## src/rtl/atm_ledger_arbiter.sv

```systemverilog
// atm_ledger_arbiter: owns the shared account balance.
// Accepts deposit, withdraw and inquiry requests from NUM_REQ requesters,
// arbitrates between them round-robin, and runs one transaction at a time
// through a req/grant/done handshake.
module atm_ledger_arbiter #(
    parameter int unsigned      NUM_REQ      = 2,
    parameter int unsigned      AMT_W        = 11,
    parameter int unsigned      BAL_W        = 33,
    parameter logic [BAL_W-1:0] INIT_BALANCE = BAL_W'(1000000)
) (
    input  logic                     clk,
    input  logic                     rst,
    input  logic [NUM_REQ-1:0]       req,
    input  logic [2*NUM_REQ-1:0]     op,
    input  logic [AMT_W*NUM_REQ-1:0] amt,
    output logic [NUM_REQ-1:0]       grant,
    output logic                     done,
    output logic [1:0]               status,
    output logic [BAL_W-1:0]         balance_out,
    output logic                     busy
);

    localparam int unsigned PTR_W = (NUM_REQ > 1) ? $clog2(NUM_REQ) : 1;

    localparam logic [1:0] OP_DEPOSIT  = 2'b01;
    localparam logic [1:0] OP_WITHDRAW = 2'b10;

    localparam logic [1:0] STAT_OK   = 2'd0;
    localparam logic [1:0] STAT_NSF  = 2'd1;
    localparam logic [1:0] STAT_ZERO = 2'd2;
    localparam logic [1:0] STAT_OVF  = 2'd3;

    typedef enum logic [1:0] {
        StIdle,
        StExec,
        StWait
    } state_e;

    state_e             state_q;
    logic [PTR_W-1:0]   ptr_q;
    logic [PTR_W-1:0]   win_q;
    logic [1:0]         op_q;
    logic [AMT_W-1:0]   amt_q;
    logic [BAL_W-1:0]   balance_q;

    logic               pick_valid;
    logic [PTR_W-1:0]   pick_idx;
    logic [PTR_W-1:0]   cand;
    logic [NUM_REQ-1:0] pick_onehot;
    logic [1:0]         pick_op;
    logic [AMT_W-1:0]   pick_amt;
    logic [PTR_W-1:0]   ptr_next;

    logic [BAL_W-1:0]   amt_ext;
    logic [BAL_W:0]     sum;
    logic [BAL_W-1:0]   commit_bal;
    logic [1:0]         commit_status;

    // Round-robin pick: first requester at or after ptr_q with req high.
    always_comb begin
        pick_valid = 1'b0;
        pick_idx   = '0;
        cand       = '0;
        for (int k = 0; k < int'(NUM_REQ); k++) begin
            cand = PTR_W'((int'(ptr_q) + k) % int'(NUM_REQ));
            if (!pick_valid && req[cand]) begin
                pick_valid = 1'b1;
                pick_idx   = cand;
            end
        end
        pick_onehot = NUM_REQ'(1) << pick_idx;
        pick_op     = op[2*pick_idx +: 2];
        pick_amt    = amt[AMT_W*pick_idx +: AMT_W];
        ptr_next    = (win_q == PTR_W'(NUM_REQ - 1)) ? '0 : win_q + 1'b1;
    end

    // Commit result of the latched op; the extra sum bit flags overflow.
    always_comb begin
        amt_ext       = BAL_W'(amt_q);
        sum           = {1'b0, balance_q} + {1'b0, amt_ext};
        commit_bal    = balance_q;
        commit_status = STAT_OK;
        case (op_q)
            OP_DEPOSIT: begin
                if (amt_q == '0) begin
                    commit_status = STAT_ZERO;
                end else if (sum[BAL_W]) begin
                    commit_status = STAT_OVF;
                end else begin
                    commit_bal = sum[BAL_W-1:0];
                end
            end
            OP_WITHDRAW: begin
                if (amt_q == '0) begin
                    commit_status = STAT_ZERO;
                end else if (amt_ext > balance_q) begin
                    commit_status = STAT_NSF;
                end else begin
                    commit_bal = balance_q - amt_ext;
                end
            end
            // Inquiry and the reserved code leave the balance alone.
            default: begin
                commit_status = STAT_OK;
            end
        endcase
    end

    // Sequencer FSM with registered handshake outputs.
    always_ff @(posedge clk) begin
        if (rst) begin
            state_q     <= StIdle;
            ptr_q       <= '0;
            win_q       <= '0;
            op_q        <= 2'b00;
            amt_q       <= '0;
            balance_q   <= INIT_BALANCE;
            grant       <= '0;
            done        <= 1'b0;
            status      <= STAT_OK;
            balance_out <= INIT_BALANCE;
            busy        <= 1'b0;
        end else begin
            done <= 1'b0;
            unique case (state_q)
                StIdle: begin
                    if (pick_valid) begin
                        grant   <= pick_onehot;
                        win_q   <= pick_idx;
                        op_q    <= pick_op;
                        amt_q   <= pick_amt;
                        busy    <= 1'b1;
                        state_q <= StExec;
                    end
                end
                StExec: begin
                    balance_q   <= commit_bal;
                    balance_out <= commit_bal;
                    status      <= commit_status;
                    done        <= 1'b1;
                    state_q     <= StWait;
                end
                StWait: begin
                    // Hold the grant until the winner releases its request.
                    if (!req[win_q]) begin
                        grant   <= '0;
                        ptr_q   <= ptr_next;
                        busy    <= 1'b0;
                        state_q <= StIdle;
                    end
                end
                default: begin
                    grant   <= '0;
                    busy    <= 1'b0;
                    state_q <= StIdle;
                end
            endcase
        end
    end

    // Structural invariants of the handshake.
    a_grant_onehot: assert property (@(posedge clk) $onehot0(grant));
    a_done_pulse:   assert property (@(posedge clk) disable iff (rst) done |=> !done);

endmodule

```

## config.mk

```make
export PLATFORM = sky130hd
export DESIGN_NAME = atm_ledger_arbiter
export DESIGN_NICKNAME = d
export VERILOG_FILES = /design/src/rtl/atm_ledger_arbiter.sv
export SDC_FILE = /design/constraint.sdc
export NUM_CORES = 1
export LEC_CHECK = 0
export ABC_AREA = 1
export CORE_UTILIZATION = 40
export CTS_CLUSTER_DIAMETER = 100
export DETAILED_ROUTE_END_ITERATION = 6
export SYNTH_ARGS = -nofsm -noshare
export SYNTH_HDL_FRONTEND = slang
export SYNTH_SLANG_ARGS = --single-unit
```

## constraint.sdc

```tcl
create_clock -name clk -period 4.64 [get_ports clk]
set_input_delay 0.928 -clock clk [delete_from_list [all_inputs] [get_ports clk]]
set_output_delay 0.928 -clock clk [all_outputs]
set_load 0.02 [all_outputs]
```

**Word-level counts from Yosys, hierarchy flattened**

Cells that the tools add are included.

- Input bits: 30
- Output and inout bits: 39
- Register bits: 56
- Logic and storage cells: 74

- Reductions and logical operators: 10
- Magnitude comparators: 4
- Multiplexer cells: 30
- Shifts and indexed selects: 3
- Equality and inequality tests: 10
- Bitwise operators: 2
- $mul: 1
- Add/sub/neg operators: 4

Operator list:

| cell | count |
|---|---|
| two-way mux 33 bit | 4 |
| one-hot mux 33 bit (2 select lines) | 1 |
| adder 33 x 11 -> 34 bit | 1 |
| > comparator 11 x 33 -> 1 bit | 1 |
| subtractor 33 x 11 -> 33 bit | 1 |
| variable part select 22 x 6 -> 11 bit | 1 |
| two-way mux 1 bit | 15 |
| two-way mux 2 bit | 6 |
| inequality test 2 bit (second input constant) | 6 |
| one-hot mux 2 bit (3 select lines) | 2 |
| logical NOT 11 bit | 1 |
| less-than comparator 1 x 2 -> 1 bit (second input constant) | 3 |
| AND reduction 2 bit | 3 |
| AND reduction 6 bit | 1 |
| multiplier 4 x 1 -> 5 bit (first input constant) | 1 |
| == test 2 x 1 -> 1 bit (second input constant) | 2 |
| == test 2 bit (second input constant) | 2 |
| one-hot mux 2 bit (2 select lines) | 1 |
| variable part select 4 x 3 -> 2 bit | 1 |
| one-hot mux 1 bit (3 select lines) | 1 |
| AND reduction 3 bit | 1 |
| adder 1 bit (second input constant) | 2 |
| logical NOT 2 bit | 1 |
| inverter 1 bit | 2 |
| 4 further kinds | 4 |

**Longest topological paths before layout**

Gate-level depths: netlist (run 1).

- Depth in word-level cells: 9
- Mapped depth: 18
- Mapped depth without buffers: 17

**Worst setup path after synthesis (run 1)**

OpenSTA, ideal clock, no wires.

- Path type: reg-to-reg
- From: reg balance_q[6]
- To: reg balance_q[3]
- Period minus slack after synthesis: 2.138 ns
- Setup slack: 2.502 ns
- Library setup time: 0.119 ns
- Buffers on the path: 1
- Required time: 4.521 ns
- Arrival: 2.019 ns
- Cell stages (with the launch flop): 13
- Cell sequence: dfxtp_1 > ha_1 > nor2_1 > nand2_1 > nor3_2 > nand2_2 > nand3_4 > nand2_4 > nor2_4 > nor2_4 > buf_6 > o21ai_0 > a21oi_1

- Cells in the longest elaborated chain, start to end: 3
- Elaborated cells on any way between the ends: 5
- Classes of those cells: add/sub (1); order compare (1); eq/ne (2); reduce/logical (1)

RTL lines:

| element | RTL line | RTL |
|---|---|---|
| from (decl) | 44 | `logic [BAL_W-1:0] balance_q;` |
| from (signal assigned) | 137 | `balance_q <= commit_bal;` |
| adder 33 x 11 -> 34 bit or > comparator 11 x 33 -> 1 bit (tied branches) | 80, 96 |  |
| inequality test 2 bit (no source line) | n/a |  |
| AND reduction 6 bit (no source line) (*) | n/a |  |

Every way passes the cells marked *; elsewhere a longest branch is shown, timed or not.
A chain may end at the register's enable or synchronous reset.

**Worst setup path in the final report (run 1)**

- From: reg amt_q[1]
- To: reg balance_q[25]

- Cells in the longest elaborated chain, start to end: 4
- Elaborated cells on any way between the ends: 14
- Classes of those cells: add/sub (2); order compare (1); eq/ne (4); mux (5); reduce/logical (2)

RTL lines:

| element | RTL line | RTL |
|---|---|---|
| from (decl) | 43 | `logic [AMT_W-1:0] amt_q;` |
| from (signal assigned) | 131 | `amt_q <= pick_amt;` |
| subtractor 33 x 11 -> 33 bit or adder 33 x 11 -> 34 bit (tied branches) | 99, 80 |  |
| two-way mux 33 bit, on equally long branches | 96, 87 |  |
| two-way mux 33 bit, on equally long branches | 94, 85 |  |
| one-hot mux 33 bit (2 select lines) | 83 | `case (op_q)` |

Parallel ways exist; a longest one is shown, timed or not. The select of a mux whose other input is x is not followed.

==> out/metrics.yaml, run 1 <==
die:
  die_area_um2: 13900
  rows: 42
  start_util_pct: 40.9
  core_area_um2: 13200
  die_w_um: 118
  die_h_um: 118
  ioPinCount: 69
synth:
  synth_top_area_share_pct: 25.7
  synth_edf_count: 0
  synth_top_family_by_area: "simple AND/OR/NAND/NOR gates"
  synth-compound-area-share_pct: 10.9
  ys_warn_count: 0
  synth_area_um2: 5390
  synth-simple-area-share_pct: 47.7
  syn-num-nets: 1022
  synthMuxAreaShare_pct: 0
  yosysSeqAreaShare_pct: 20.8
  ys_top_cells_by_area: "nand2_1, dfxtp_1, inv_1"
  synth.avg_cell_area_um2: 5.58
  yosys.area.top_type: "nand2_1"
  ys_ff_latch: 56
  synth_ff_type: "dfxtp_1"
  syn_inst: 966
  async_reset_ff_share_pct: 0
  synth_commonest_cells: "nand2_1, inv_1, nor2_1"
  synth_xor_area_share_pct: 2.76
  synth.most_common_cell: "nand2_1"
  synth_adder_area_share_pct: 6.32
  synthDistinctLibCells: 45
grt:
  grt_start_max_net_pins: 45
  antenna_found_initial: 0
  track_usage_pct: 26.7
  grt_pass1_vias: 5693
  grt_pass1_wl_um: 29300
  gr-total-overflow: 0
critical_path:
  critPathKind: "register to register"
  cpLargestDelayFamily: "simple AND/OR/NAND/NOR gates"
  slowest_stage: "nor2_4"
  crit_buf_inv: 3
  critPathCaptureType: "register"
  cp_cell_sequence: "inv_1 -> ha_1 -> inv_1 -> nand2_1 -> nand2_1 -> nand3_1 -> nand2_1 -> nand2_2 -> nand3_4 -> nand2_4 -> nor2_4 -> nor2_4 -> nand3_1 -> nand2_1 -> inv_1 -> nor2_1"
  crit_fanout: 44
  required_ns: 4.90
  cp-start-kind: "register"
  cp_common_cell: "nand2_1"
  critical-path-max-stage-delay_ns: 0.77
  cp.arrival_ns: 3.12
cells_and_area:
  insertedDiodeCount: 0
  final_layout_size_suffix_gt1_share_pct: 3.26
  n_fill_cell: 1473
  regArea_um2: 1120
  multi_input_area_um2: 3650
  layout.nets: 1068
  area_growth_pct: 16.5
timing:
  maxSlewHeadroom_pct: 33.6
  fin_crit_ns: 2.86
  report.final.slew_viol_count: 0
  post-route-period-util_pct: 61.6
  rsz0062_at_grt: "no"
  setup_tns_ns: 0
  fmax_mhz: 350
  final.setup_skew_ns: 0.0107
  setup_viol: 0
  worstMarginPinSlew_ns: 0.994
  hold_violations: 0
pwr:
  switching_share_pct: 54.7
  p_switching_w: 0.00170
  finalPower_w: 0.00310
  intPower_w: 0.00141
  power.density_nw_per_um2: 494
  peakVddDrop_mv: 0.275
  leakage_nw: 2.99
  comb_power_share_pct: 63.5
  p_seq_share_pct: 23.1
  clock_power_share_pct: 13.3
route:
  wl_um: 18000
  wl_per_cell_um: 15.2
  firstDrtPassIters: 5
  drc: 0
  first_iter_violations: 477
  ant_nets: 0
  vias: 6122
  viasPerCell: 5.15
clock_tree:
  cts_tree: "done"
  clk_pin_slew_ns: 0.08
  cts.htree.levels: 2
  clock-root-buffer: "clkbuf_16"
  cts_buffers: 5
  cts.path.max_buffers: 2
  postCtsSetupBuffers: 0
  cts_sinks: 56
  clk_latency_ns: 0.32
  cts_resized: 0
  cts.hold.buffers_added: 0
placement:
  hpwl_um: 14100
  numPortBuffers: 68
  gp_congestion: 0.941
min_path:
  hold_path.class: "register to register"
run_status:
  status: "complete, no violations"
flow_run:
  drv_cap: 0
-- power by group through the flow --
| stage | registers, W | logic, W | clock network (W) |
|---|---|---|---|
| 6_report | 0.000717 | 0.00197 | 0.000414 |
| 5_1_grt | 0.000736 | 0.00219 | 0.000441 |
| 4_1_cts | 0.000716 | 0.00194 | 0.000426 |
| 3_5_place_dp | 0.000725 | 0.00193 | 0 |
| 3_3_place_gp | 0.000726 | 0.00194 | 0 |
| 2_1_floorplan | 0.000731 | 0.00137 | 0 |
-- cell type report --
type                       instances  share of cell area, %
multi-input combinational        761                   58.1
tap                              176                   3.51
clock buffer                       5                   1.99
clock inverter                     3                  0.398
sequential                        56                   17.9
inverter                         117                   6.99
timing repair buffer              71                   11.2
-- state kept, by name, summed over array words and instances (netlist names) --
register   count
state_q        2
done           1
balance_q     33
win_q          1
busy           1
ptr_q          1
status         2
amt_q         11
grant          2
op_q           2
-- placed cells by master, fill, tap and decap left out, drive strengths merged, types with 2 or more instances in the layout --
cell type,n
nand2,375
inv,118
nor2,109
nand3,73
clkdlybuf4s50,68
dfxtp,56
a21oi,47
o21ai,47
nand4,24
ha,24
xor2,16
nor3,15
a31oi,13
clkbuf,5
nor4,3
buf,3
fa,2
clkinv,2
nand3b,2
-- path summary, 6_finish.rpt --
check	end	start	slack, ns	cells past startpoint
setup / recovery	balance_q[25]$_SDFFE_PP0P_	amt_q[1]$_SDFFE_PP0P_	1.78	16
setup reg to reg	balance_q[25]$_SDFFE_PP0P_	amt_q[1]$_SDFFE_PP0P_	1.78	16
hold / removal	grant[1]$_SDFFE_PP0P_	grant[1]$_SDFFE_PP0P_	0.47	2
hold reg to reg	grant[1]$_SDFFE_PP0P_	grant[1]$_SDFFE_PP0P_	0.47	2
-- logic make-up after synthesis --
family | after synthesis
buf+inv | 149
xor+xnor | 17
fa+ha+maj | 26
compound gates | 111
flops | 56
simple gates | 607
-- metal layers --
metal	GRT usage, %	share of wire (%)	vias up	wire length, µm
li1	-	-	3160	-
met1	37.1	48	2735	8720
met2	41.4	43	202	7790
met3	4.99	6.3	25	1130
met4	8.41	2.2	0	401
met5	0	0	-	0
-- metrics by stage --
step | hold slack, ns | instance area [µm²] | util (%) | worst slack (ns) | std cells
after detailed placement | 0.463 | 6130 | 46.5 | 1.71 | 1181
final | 0.468 | 6280 | 47.6 | 1.78 | 1189
after floorplan | 0.459 | 5390 | - | 2.50 | 966
after global routing | 0.489 | 6280 | 47.6 | 1.47 | 1189
after CTS | 0.474 | 6280 | 47.6 | 1.82 | 1189
after global placement | 0.457 | 6130 | 46.5 | 1.72 | 1181
-- tightest hold or removal path: stages (launching register included) --
cell and delay, ns:
dfxtp_1 0.31, nand2_1 0.06, a21oi_1 0.05
Power figures use the tool's default switching activity.
==> run 2, diff against run 1 <==
==> constraint.sdc (replaced) <==
create_clock -name clk -period 2.9 [get_ports clk]
set_input_delay 0.58 -clock clk [delete_from_list [all_inputs] [get_ports clk]]
set_output_delay 0.58 -clock clk [all_outputs]
set_load 0.02 [all_outputs]
==> out/metrics.yaml, run 2 (same netlist as run 1, synthesis figures left out) <==
timing:
  rsz0062_at_grt: "no"
  final.setup_skew_ns: 0.00708
  fmax_mhz: 397
  hold_violations: 0
  setup_tns_ns: 0
  fin_crit_ns: 2.52
  report.final.slew_viol_count: 0
  maxSlewHeadroom_pct: 55.3
  worstMarginPinSlew_ns: 0.670
  setup_viol: 0
  post-route-period-util_pct: 86.8
cells_and_area:
  n_fill_cell: 1463
  final_layout_size_suffix_gt1_share_pct: 4.30
  final_common_cell: "nand2_1"
  insertedDiodeCount: 0
  top_register: "balance_q"
  layout.nets: 1079
  layout_common_cells: "nand2_1, inv_1, nor2_1, nand3_1, clkdlybuf4s50_1"
  largest_reg_flops: 33
  area_growth_pct: 18.2
  top_regs: "balance_q: 33 flops, amt_q: 11 flops"
  postLayoutCoreUtil_pct: 48.3
critical_path:
  worstReg2RegStart: "amt_q[9]$_SDFFE_PP0P_"
  cp_common_cell: "inv_1"
  cp.arrival_ns: 2.77
  critPathCaptureType: "register"
  cpLargestDelayFamily: "simple AND/OR/NAND/NOR gates"
  rrSetupSlack_ns: 0.38
  slowest_stage: "dfxtp_1"
  crit_buf_inv: 3
  ff2ff_path_depth: 12
  required_ns: 3.15
  rr_endpoint: "balance_q[11]$_SDFFE_PP0P_"
  crit_fanout: 13
  cp-start-kind: "register"
  critPathKind: "register to register"
  cp_cell_sequence: "inv_1 -> ha_1 -> nor2_1 -> inv_1 -> nor3_2 -> nand2_2 -> nand3_4 -> nand3b_2 -> nand3_2 -> buf_4 -> nand2_1 -> a21oi_1"
  critical-path-max-stage-delay_ns: 0.39
clock_tree:
  clk_latency_ns: 0.31
  cts.hold.buffers_added: 0
  postCtsSetupBuffers: 0
  clk_pin_slew_ns: 0.08
  clock-root-buffer: "clkbuf_16"
  cts_resized: 0
  cts_tree: "done"
  cts.htree.levels: 2
  cts_buffers: 5
  cts_sinks: 56
  cts.path.max_buffers: 2
die:
  die_h_um: 118
  die_area_um2: 13900
  core_area_um2: 13200
  start_util_pct: 40.9
  die_w_um: 118
  rows: 42
  ioPinCount: 69
pwr:
  peakVddDrop_mv: 0.521
  power.density_nw_per_um2: 789
  leakage_nw: 3.05
placement:
  hpwl_um: 14900
  numPortBuffers: 68
  gp_congestion: 1.00
grt:
  track_usage_pct: 27.8
  grt_pass1_wl_um: 30500
  antenna_found_initial: 0
  grt_pass1_vias: 5959
  grt_start_max_net_pins: 45
  gr-total-overflow: 0
min_path:
  hold_depth: 2
  hp-start: "grant[1]$_SDFFE_PP0P_"
  hold-path-endpoint: "grant[1]$_SDFFE_PP0P_"
  hold_path.class: "register to register"
route:
  wl_per_cell_um: 15.5
  vias: 6167
  ant_nets: 0
  drc: 0
  first_iter_violations: 492
  viasPerCell: 5.14
  wl_um: 18600
  firstDrtPassIters: 6
run_status:
  status: "complete, no violations"
flow_run:
  drv_cap: 0
[run 2: worst min-delay path, stage by stage, from the launching register on]
cell and delay [ns]:
dfxtp_1 0.32, nand2_1 0.06, a21oi_1 0.05
[run 2: layer usage]
layer	part of all wire (%)	GRT usage, %	wire [µm]
met5	0	0	0
met4	2.9	10.1	532
met3	5.8	5.52	1080
met2	43	42.9	7920
met1	49	38.0	9030
[run 2: per-stage QoR]
stage	std cells	hold WS [ns]	setup WS, ns	total power, W	instance area [µm²]
detailed placement	1192	0.459	0.345	0.00433	6220
floorplan	966	0.459	0.762	0.00336	5390
global placement	1192	0.465	0.404	0.00433	6220
finish	1200	0.473	0.382	0.00503	6370
CTS	1200	0.477	0.414	0.00499	6370
global route	1200	0.501	0.127	0.00546	6370
[run 2: worst max path at each step]
stage	from	endpoint	slack, ns	cells after the start
floorplan	balance_q[6]$_SDFFE_PP1P_	balance_q[3]$_SDFFE_PP0P_	0.76	12
global placement	req[1]	amt_q[4]$_SDFFE_PP0P_	0.40	12
detailed placement	req[1]	amt_q[4]$_SDFFE_PP0P_	0.35	12
CTS	amt_q[9]$_SDFFE_PP0P_	balance_q[11]$_SDFFE_PP0P_	0.41	12
global route	amt_q[8]$_SDFFE_PP0P_	balance_q[32]$_SDFFE_PP0P_	0.13	12
finish	amt_q[9]$_SDFFE_PP0P_	balance_q[11]$_SDFFE_PP0P_	0.38	12
[run 2: area by class of cell]
cell class                      count  area [µm²]  share of cell area [%]
Multi-Input combinational cell    761        3650                    57.2
Sequential cell                    56        1120                    17.6
Timing Repair Buffer               82         798                    12.5
Inverter                          117         439                    6.89
Tap cell                          176         220                    3.46
Clock buffer                        5         125                    1.96
Clock inverter                      3        22.5                   0.353
[run 2: report_power, final]
| group | leakage, nW | switching [W] | internal, W |
|---|---|---|---|
| sequential | 0.457 | 0.000196 | 0.000943 |
| combinational | 2.52 | 0.00221 | 0.00104 |
| clock | 0.0742 | 0.000317 | 0.000325 |
==> run 3, diff against run 2 <==
--- a/config.mk
+++ b/config.mk
@@ -6,6 +6,7 @@
 export NUM_CORES = 1
 export LEC_CHECK = 0
 export ABC_AREA = 1
+export CORE_MARGIN = 2
 export CORE_UTILIZATION = 40
 export CTS_CLUSTER_DIAMETER = 100
 export DETAILED_ROUTE_END_ITERATION = 6
==> out/metrics.yaml, run 3 (same netlist as run 1, synthesis figures left out) <==
placement:
  place_area_um2: 6250
  hpwl_um: 15000
  numPortBuffers: 68
  gp_congestion: 0.972
  pre_cts_ws_ns: 0.170
timing:
  holdWs_ns: 0.464
  post-route-period-util_pct: 86.3
  final.setup_skew_ns: 0.00896
  hold_violations: 0
  fin_crit_ns: 2.50
  maxSlewHeadroom_pct: 57.3
  fmax_mhz: 400
  rsz0062_at_grt: "no"
  finalWorstSetupSlack_ns: 0.398
  report.final.slew_viol_count: 0
  worstMarginPinSlew_ns: 0.639
  setup_viol: 0
  setup_tns_ns: 0
route:
  ant_nets: 0
  wl_um: 18600
  wl_per_cell_um: 15.4
  vias: 6240
  drc: 0
  viasPerCell: 5.18
  firstDrtPassIters: 5
  first_iter_violations: 488
critical_path:
  critical-path-max-stage-delay_ns: 0.39
  required_ns: 3.15
  slowest_stage: "ha_1"
  worstReg2RegStart: "amt_q[10]$_SDFFE_PP0P_"
  cp_common_cell: "nand2_1"
  cp-start-kind: "register"
  critPathKind: "register to register"
  cp_cell_sequence: "inv_1 -> ha_1 -> inv_1 -> nor2_1 -> inv_1 -> nor2_1 -> inv_1 -> nor2_1 -> nand2_1 -> nand2_1 -> xor2_1 -> nand2_1 -> nand2_1 -> nand2_1 -> nand3_1"
  rr_endpoint: "balance_q[16]$_SDFFE_PP1P_"
  ff2ff_path_depth: 15
  cp.arrival_ns: 2.75
  critPathCaptureType: "register"
  crit_fanout: 6
  crit_buf_inv: 4
  cpLargestDelayFamily: "simple AND/OR/NAND/NOR gates"
  rrSetupSlack_ns: 0.40
  cp.depth: 15
cells_and_area:
  n_fill_cell: 1473
  area_growth_pct: 18.7
  top_regs: "balance_q: 33 flops, amt_q: 11 flops"
  final_common_cell: "nand2_1"
  layout_common_cells: "nand2_1, inv_1, nor2_1, nand3_1, clkdlybuf4s50_1"
  final_layout_size_suffix_gt1_share_pct: 4.76
  largest_reg_flops: 33
  fin_area_um2: 6400
  top_register: "balance_q"
  insertedDiodeCount: 0
  postLayoutCoreUtil_pct: 48.5
  layout.nets: 1084
clock_tree:
  cts.hold.buffers_added: 0
  cts.htree.levels: 2
  cts.path.max_buffers: 2
  clk_latency_ns: 0.31
  cts_sinks: 56
  postCtsSetupBuffers: 0
  clk_pin_slew_ns: 0.08
  cts_resized: 0
  clock-root-buffer: "clkbuf_16"
  cts_buffers: 5
  cts_tree: "done"
flow_run:
  drv_cap: 0
die:
  die_area_um2: 14400
  start_util_pct: 40.9
  core_area_um2: 13200
  ioPinCount: 69
  die_w_um: 120
  rows: 42
  die_h_um: 120
grt:
  track_usage_pct: 26.3
  grt_pass1_wl_um: 29900
  grt_start_max_net_pins: 27
  antenna_found_initial: 0
  grt_pass1_vias: 5854
  gr-total-overflow: 0
min_path:
  hold-path-endpoint: "grant[1]$_SDFFE_PP0P_"
  hold_path.class: "register to register"
  hold_depth: 2
  hp-start: "grant[1]$_SDFFE_PP0P_"
pwr:
  peakVddDrop_mv: 0.564
  power.density_nw_per_um2: 788
  leakage_nw: 3.06
run_status:
  status: "complete, no violations"
[run 3: how the worst max path moves through the flow]
stage	startpoint	to	slack, ns
6_report	amt_q[10]$_SDFFE_PP0P_	balance_q[16]$_SDFFE_PP1P_	0.40
5_1_grt	amt_q[10]$_SDFFE_PP0P_	balance_q[32]$_SDFFE_PP0P_	0.10
4_1_cts	amt_q[10]$_SDFFE_PP0P_	balance_q[16]$_SDFFE_PP1P_	0.41
3_5_place_dp	req[1]	amt_q[3]$_SDFFE_PP0P_	0.17
3_3_place_gp	req[1]	amt_q[3]$_SDFFE_PP0P_	0.06
2_1_floorplan	balance_q[6]$_SDFFE_PP1P_	balance_q[3]$_SDFFE_PP0P_	0.76
[run 3: per-stage QoR]
step	power (W)	instances
floorplan	0.00336	966
global placement	0.00438	1197
detailed placement	0.00435	1197
CTS	0.00501	1205
global route	0.00548	1205
finish	0.00504	1205
[run 3: power breakdown]
group / internal (W) / leakage, nW / switching [W]
clock network: 0.000324 / 0.0702 / 0.000326
registers: 0.000942 / 0.457 / 0.000177
logic: 0.00104 / 2.54 / 0.00222
total: 0.00231 / 3.06 / 0.00273
[run 3: area by class of cell]
| class | count | area (µm²) | share of cell area (%) |
|---|---|---|---|
| Tap cell | 176 | 220 | 3.44 |
| Clock inverter | 3 | 21.3 | 0.333 |
| Sequential cell | 56 | 1120 | 17.5 |
| Clock buffer | 5 | 125 | 1.96 |
| Timing Repair Buffer | 87 | 823 | 12.9 |
| Inverter | 117 | 439 | 6.87 |
| Multi-Input combinational cell | 761 | 3650 | 57.0 |
[run 3: worst min-delay path, stage by stage, from the launching register on]
cell and delay [ns]:
dfxtp_1 0.31, nand2_1 0.06, a21oi_1 0.05
[run 3: per-layer routing]
| layer | vias to the layer above | part of all wire, % | GRT usage, % |
|---|---|---|---|
| li1 | 3185 | - | - |
| met1 | 2818 | 49 | 37.9 |
| met2 | 207 | 43 | 40.9 |
| met3 | 30 | 5.5 | 3.14 |
| met4 | 0 | 2.2 | 7.94 |
| met5 | - | 0 | 0 |
